## src/rtl/gpio_wiggle_gen.sv

```systemverilog
// GPIO pattern generator: TOGGLE/WALK/COUNT/GRAY at a prescaled step rate, bounded or free-running.
// Optional loopback checking when GPIO_WIGGLE_LOOPBACK_EN is defined.
module gpio_wiggle_gen #(
    parameter int WIDTH = 32,
    parameter int DIV_W = 24,
    parameter int CNT_W = 16
) (
    input  logic             osc,
    input  logic             rst,
    input  logic [1:0]       mode,
    input  logic [DIV_W-1:0] div,
    input  logic [CNT_W-1:0] steps,
    input  logic             start,
    input  logic             stop,
`ifdef GPIO_WIGGLE_LOOPBACK_EN
    input  logic [WIDTH-1:0] gpio_in,
    output logic             mismatch,
    output logic [15:0]      err_cnt,
`endif
    output logic [WIDTH-1:0] gpio_out,
    output logic             busy,
    output logic             done,
    output logic             step_strobe
);

    typedef enum logic [1:0] {S_IDLE, S_RUN, S_DONE} state_t;

    localparam logic [1:0] M_TOGGLE = 2'd0;
    localparam logic [1:0] M_WALK   = 2'd1;
    localparam logic [1:0] M_COUNT  = 2'd2;

    state_t           state_q;
    logic [1:0]       mode_q;
    logic [DIV_W-1:0] div_q;
    logic [CNT_W-1:0] steps_q;
    logic [DIV_W-1:0] pcnt_q;
    logic [CNT_W-1:0] scnt_q;
    logic [WIDTH-1:0] gray_q;
    logic [WIDTH-1:0] gpio_q;
    logic             busy_q;
    logic             done_q;
    logic             strobe_q;

    logic [WIDTH-1:0] pat_d;
    logic [WIDTH-1:0] gray_d;
    logic [CNT_W-1:0] scnt_d;
    logic             step;
    logic             go;

    assign step   = (state_q == S_RUN) && (pcnt_q == div_q);
    assign go     = (state_q == S_IDLE) && start && !stop;
    assign scnt_d = scnt_q + 1'b1;

    always_comb begin
        gray_d = gray_q + 1'b1;
        case (mode_q)
            M_TOGGLE: pat_d = ~gpio_q;
            M_WALK:   pat_d = {gpio_q[WIDTH-2:0], gpio_q[WIDTH-1]};
            M_COUNT:  pat_d = gpio_q + 1'b1;
            default:  pat_d = gray_d ^ (gray_d >> 1);
        endcase
    end

    always_ff @(posedge osc) begin
        if (rst) begin
            state_q  <= S_IDLE;
            mode_q   <= '0;
            div_q    <= '0;
            steps_q  <= '0;
            pcnt_q   <= '0;
            scnt_q   <= '0;
            gray_q   <= '0;
            gpio_q   <= '0;
            busy_q   <= 1'b0;
            done_q   <= 1'b0;
            strobe_q <= 1'b0;
        end else begin
            done_q   <= 1'b0;
            strobe_q <= 1'b0;
            case (state_q)
                S_IDLE: begin
                    if (go) begin
                        state_q <= S_RUN;
                        mode_q  <= mode;
                        div_q   <= div;
                        steps_q <= steps;
                        pcnt_q  <= '0;
                        scnt_q  <= '0;
                        gray_q  <= '0;
                        gpio_q  <= (mode == M_WALK) ? {{(WIDTH-1){1'b0}}, 1'b1} : '0;
                        busy_q  <= 1'b1;
                    end
                end
                S_RUN: begin
                    if (step) begin
                        pcnt_q   <= '0;
                        gpio_q   <= pat_d;
                        gray_q   <= gray_d;
                        strobe_q <= 1'b1;
                        // Saturate so free-run never wraps the count.
                        if (scnt_q != '1) scnt_q <= scnt_d;
                    end else begin
                        pcnt_q <= pcnt_q + 1'b1;
                    end
                    if (stop) begin
                        state_q <= S_IDLE;
                        busy_q  <= 1'b0;
                    end else if (step && (steps_q != '0) && (scnt_d == steps_q)) begin
                        state_q <= S_DONE;
                        busy_q  <= 1'b0;
                    end
                end
                S_DONE: begin
                    done_q  <= 1'b1;
                    state_q <= S_IDLE;
                end
                default: state_q <= S_IDLE;
            endcase
        end
    end

    assign gpio_out    = gpio_q;
    assign busy        = busy_q;
    assign done        = done_q;
    assign step_strobe = strobe_q;

`ifdef GPIO_WIGGLE_LOOPBACK_EN
    logic [WIDTH-1:0] sync1_q;
    logic [WIDTH-1:0] sync2_q;
    logic             mism_q;
    logic [15:0]      err_q;
    logic             cmp_en;

    // Need two stable cycles since the last step before the synchroniser output is valid.
    assign cmp_en = step && (div_q[DIV_W-1:1] != '0);

    always_ff @(posedge osc) begin
        if (rst) begin
            sync1_q <= '0;
            sync2_q <= '0;
            mism_q  <= 1'b0;
            err_q   <= '0;
        end else begin
            sync1_q <= gpio_in;
            sync2_q <= sync1_q;
            if (go) begin
                mism_q <= 1'b0;
                err_q  <= '0;
            end else if (cmp_en && (sync2_q != gpio_q)) begin
                mism_q <= 1'b1;
                if (err_q != 16'hFFFF) err_q <= err_q + 16'd1;
            end
        end
    end

    assign mismatch = mism_q;
    assign err_cnt  = err_q;
`endif

endmodule
```

## config.mk

```make
export PLATFORM = sky130hd
export DESIGN_NAME = gpio_wiggle_gen
export DESIGN_NICKNAME = d
export VERILOG_FILES = /design/src/rtl/gpio_wiggle_gen.sv
export SDC_FILE = /design/constraint.sdc
export NUM_CORES = 1
export LEC_CHECK = 0
export ABC_AREA = 1
export ABC_CLOCK_PERIOD_IN_PS = 2100
export CAP_MARGIN = 0
export CORE_MARGIN = 2
export CORE_UTILIZATION = 30
export DETAILED_ROUTE_END_ITERATION = 16
export DONT_BUFFER_PORTS = 1
export PLACE_DENSITY = 0.49
export REMOVE_ABC_BUFFERS = 1
export SLEW_MARGIN = 10
export SYNTH_ARGS = -nofsm -noshare
export SYNTH_HDL_FRONTEND = slang
export SYNTH_SLANG_ARGS = --single-unit
```

## constraint.sdc

```tcl
create_clock -name osc -period 2.1 [get_ports osc]
set_input_delay 0.21 -clock osc [delete_from_list [all_inputs] [get_ports osc]]
set_output_delay 0.21 -clock osc [all_outputs]
set_load 0.05 [all_outputs]
```

Word level (Yosys, flattened, before mapping)
Cells that the tools add are included.

word-level totals
  bits in registers = 151
  input bits = 46
  output and inout port bits = 35
  word-level logic and storage cells = 72

operators by class
  add/subtract/negate cells = 4
  eq/ne operators = 12
  muxes and demuxes = 25
  bitwise operators = 3
  reduce and logical (&&, ||, !) cells = 17

operators with widths
  operator                                             count
  2-to-1 mux 32 bit                                    4
  one-hot mux 32 bit (2 select lines)                  2
  one-hot mux 32 bit (3 select lines)                  1
  adder 32 x 1 -> 32 bit, second input constant        2
  2-to-1 mux 16 bit                                    3
  2-to-1 mux 24 bit                                    2
  one-hot mux 24 bit (2 select lines)                  1
  NOT 32 bit                                           1
  one-hot mux 16 bit (2 select lines)                  1
  bitwise XOR 32 x 31 -> 32 bit                        1
  adder 24 x 1 -> 24 bit, second input constant        1
  equality test 24 bit                                 1
  adder 16 x 1 -> 16 bit, second input constant        1
  equality test 16 bit                                 1
  inequality test 16 bit, second input constant        1
  nonzero test 16 bit                                  1
  equality test 2 x 1 -> 1 bit, second input constant  3
  2-to-1 mux 1 bit                                     6
  2-to-1 mux 2 bit                                     3
  AND reduction 2 bit                                  3
  AND reduction 3 bit                                  2
  logical AND 1 bit                                    5
  equality test 2 bit, second input constant           2
  zero test 2 bit                                      2
  other kinds (10)                                     11

Depth between registers and ports, before layout
  word-level depth = 7
  depth in mapped cells = 16

Worst setup path after synthesis
No wires, ideal clock.

  path type = register to register
  from = register gpio_q[1] (netlist: gpio_out[1])
  to = register gpio_q[20] (netlist: gpio_out[20])
  setup time = 0.132 ns
  arrival = 2.054 ns
  required time = 1.968 ns
  setup slack = -0.086 ns
  stages on the path, launching flop included = 15
  buffers on the path = 0
  cells stage by stage = dfxtp_1 ha_1 nand2_1 nor2_1 nand2_1 nor2_1 nand3_1 inv_1 nand3_1 nand3_1 nand2_1 nand2_1 inv_1 nand2_1 a21oi_1

between the ends
  cells in the longest elaborated chain, start to end = 4

ends and longest elaborated chain
  element                              RTL line  text
  from (decl)                          39        logic [WIDTH-1:0] gpio_q;
  from (signal assigned)               90        gpio_q <= (mode == M_WALK) ? {{(WIDTH-1){1'b0}}, 1'b1} : '0;
  from (signal assigned)               97        gpio_q <= pat_d;
  adder 32 x 1 -> 32 bit               59        M_COUNT: pat_d = gpio_q + 1'b1;
  one-hot mux 32 bit (3 select lines)  56        case (mode_q)
  2-to-1 mux 32 bit                    95        if (step) begin
  one-hot mux 32 bit (2 select lines)  80        case (state_q)

Every way passes these cells. The select of a mux whose other input is x is not followed.
A chain may end at the register's enable or synchronous reset.

Worst setup path in the final report
  from = register gray_q[19]
  to = register gpio_q[28] (netlist: gpio_out[28])

between the ends
  cells in the longest elaborated chain, start to end = 5

ends and longest elaborated chain
  element                              RTL line  text
  from (decl)                          38        logic [WIDTH-1:0] gray_q;
  from (signal assigned)               98        gray_q <= gray_d;
  adder 32 x 1 -> 32 bit               55        gray_d = gray_q + 1'b1;
  bitwise XOR 32 x 31 -> 32 bit        60        default: pat_d = gray_d ^ (gray_d >> 1);
  one-hot mux 32 bit (3 select lines)  56
  2-to-1 mux 32 bit                    95
  one-hot mux 32 bit (2 select lines)  80

Every way passes these cells. The select of a mux whose other input is x is not followed.

==> results.yml <==
synthesis:
  postSynthAreaPerCell_sq_um: 5.95
  yosysWarnings: 0
  synthMuxAreaShare: 0
  seq_area_frac_synth: 0.305
  synth-compound-area-share: 0.163
  synthAdderAreaFrac: 0.00505
  ys.flop_type: "dfxtp_1"
  netlist_area_sq_um: 9900
  synth_seq_cells: 151
  syn_inst: 1666
  yosys.area_share.simple: 0.385
  synth_area_leaders: "dfxtp_1 31%, nand2_1 20%, a21oi_1 7.5%"
  synth_most_common_cell: "nand2_1"
  synthTopCellsByCount: "523 x nand2_1, 177 x inv_1, 164 x nor2_1"
  synth_xor_area_frac: 0.0363
  ys_types: 47
  synthArstFlopShare: 0
  synth_edf_count: 0
  synth_top_family_by_area: "simple AND/OR/NAND/NOR gates"
  synth_area_leader_cell: "dfxtp_1"
  yosysTopAreaCellShare: 0.305
timing:
  period_minus_slack_ps: 1990
  slew-limit-headroom: 0.624
  timing.fmax_mhz: 502
  fin_tns_setup_ps: 0
  setup_viol: 0
  hold_viol_final: 87
  holdWs_ps: -155
  post-route-period-util: 0.948
  final.setup_skew_ps: 10.6
  worst_slew_pin_slew_ps: 556
  rsz0062_at_grt: "yes"
  setup_slack_ps: 109
  drv_slew: 0
worst_hold_path:
  hp-class: "in2reg"
  hold_start: "rst"
cells_and_area:
  n_antenna_cell: 0
  drive_gt1_frac: 0.131
  finalNonFillerCells: 2231
  n_fill_cell: 3641
  fin_util: 0.378
  multi_input_area_sq_um: 5990
  stdcell_area_sq_um: 12300
  syn2layout_area_growth_pct: 24.0
  seqCellArea_sq_um: 3030
  final_net_count: 1827
clocking:
  root_buffer: "clkbuf_16"
  cts_hold_buf: 39
  numCtsBuffers: 17
  clk_pin_slew_ps: 70
  cts.path.max_buffers: 2
  cts_max_level: 4
  cts.sinks: 151
  cts_tree: "yes"
  clk-insertion-delay-late_ps: 440
status:
  status: "complete, but fails checks"
  violations: "negative hold slack"
pwr:
  power.leakage_nw: 4.85
  powerDensity_nw_per_um2: 600
  power_mw: 7.37
  ir_drop_mv: 0.571
place:
  globalplace.congestion: 0.909
  place_hpwl_microns: 25400
  post-place-ws_ps: -68.3
  dpl-instance-area_sq_um: 11000
  portBuffers: 0
  place_inst: 2152
die:
  io_pins: 81
  die_area_sq_um: 34500
  initial_utilization: 0.304
  die_h_microns: 186
  rows: 66
  die_x_microns: 186
  core_area_sq_um: 32500
grt:
  groute.usage.overall: 0.201
  grt_pass1_wl_microns: 54500
  grt_pass1_vias: 10213
  grt_max_degree: 92
  antenna_found_initial: 0
  grt_overflow: 0
drt:
  vias: 10882
  drtIter0Drc: 734
  dr.pass1.iters: 5
  wl_per_cell_microns: 15.4
  drc_errors: 0
  ant_nets: 0
  totalWireLength_microns: 34200
  vias_per_cell: 4.88
setup_path:
  r2r-start: "gray_q[19]$_SDFFE_PP0P_"
  required_ps: 2470
  crit_arrival_ps: 2360
  cp-end-kind: "flip-flop"
  worstSetupPathType: "reg2reg"
  startpoint_type: "flip-flop"
  critPathLaunch: "gray_q[19]$_SDFFE_PP0P_"
  cp_max_fo: 5
flow_run:
  maxCapViolations: 0
[report_power, final]
part           internal [mW]  switching (mW)
Combinational          0.359           0.592
Clock                   2.03            1.34
Sequential              2.97          0.0919
[cells in the final DEF, fill, tap and decap left out, types with 5 or more instances in the layout]
master	netlist	layout
nand2_1	523	518
inv_1	177	174
nor2_1	164	153
a21oi_1	149	149
dfxtp_1	151	143
nand3_1	129	125
buf_4	1	109
o21ai_0	106	102
dlygate4sd3_1	0	39
nor3_1	35	33
inv_2	20	22
xor2_1	21	18
nand4_1	18	18
clkbuf_16	0	18
nor2_2	8	16
o22ai_1	16	16
xnor2_1	13	13
o21ai_1	7	11
o211ai_1	10	10
nand2_2	4	8
dfxtp_2	0	8
or2_2	7	7
nor2_4	3	6
nand3_2	2	5
a21o_1	5	5
buf_12	0	5
[final timing paths]
path                          endpoint  slack [ps]  cells past startpoint
min            gray_q[18]$_SDFFE_PP0P_        -150                      1
max          gpio_out[28]$_SDFFE_PP0P_         110                     12
min reg2reg      div_q[2]$_SDFFE_PP0P_         460                      2
max reg2reg  gpio_out[28]$_SDFFE_PP0P_         110                     12
[logic make-up (layout without fill, tap and decap cells)]
| kind of cell | after synthesis | count (layout) |
|---|---|---|
| buf+inv | 261 | 384 |
| xor+xnor | 37 | 37 |
| simple gates | 909 | 909 |
| fa+ha+maj | 4 | 4 |
| compound gates | 304 | 304 |
| flops | 151 | 151 |
[flip-flops by register name, indices dropped and copies added, names as in the netlist]
register	cells
busy	1
div_q	24
done	1
gpio_out	32
gray_q	32
mode_q	2
pcnt_q	24
scnt_q	16
state_q	2
step_strobe	1
steps_q	16
[worst max-delay path, stage by stage, from the launching register on]
cell and delay [ps]:
dfxtp_1 430, inv_1 100, nor3_1 280, nand2_1 140, nor2_1 180, nand2_1 80
nand2_1 60, nand2_1 100, inv_1 130, nand2_1 60, nand3_1 160, nand2_1 80
a21oi_1 120
[per-layer routing]
layer | vias to the layer above | track usage | share of wire
met3 | 36 | 0.0376 | 0.054
met2 | 242 | 0.336 | 0.47
li1 | 5590 | - | -
met5 | - | 0 | 0
met4 | 0 | 0.0602 | 0.021
met1 | 5014 | 0.263 | 0.46
[cell type report]
type,instances,area share
inverters,199,0.0612
clock inverters,10,0.0139
multi-input cells,1254,0.488
clock buffers,21,0.0367
well taps,442,0.0450
repair buffers,154,0.109
flip-flops and latches,151,0.247
[timing repair]
action	CTS	global route
pin swaps	0	2
endpoints found under the hold margin	128	88
cloned	0	1
gates resized for setup	2	48
setup buffers	0	8
setup endpoints to repair	3	100
Note: power is estimated with default switching activity, not from simulation.
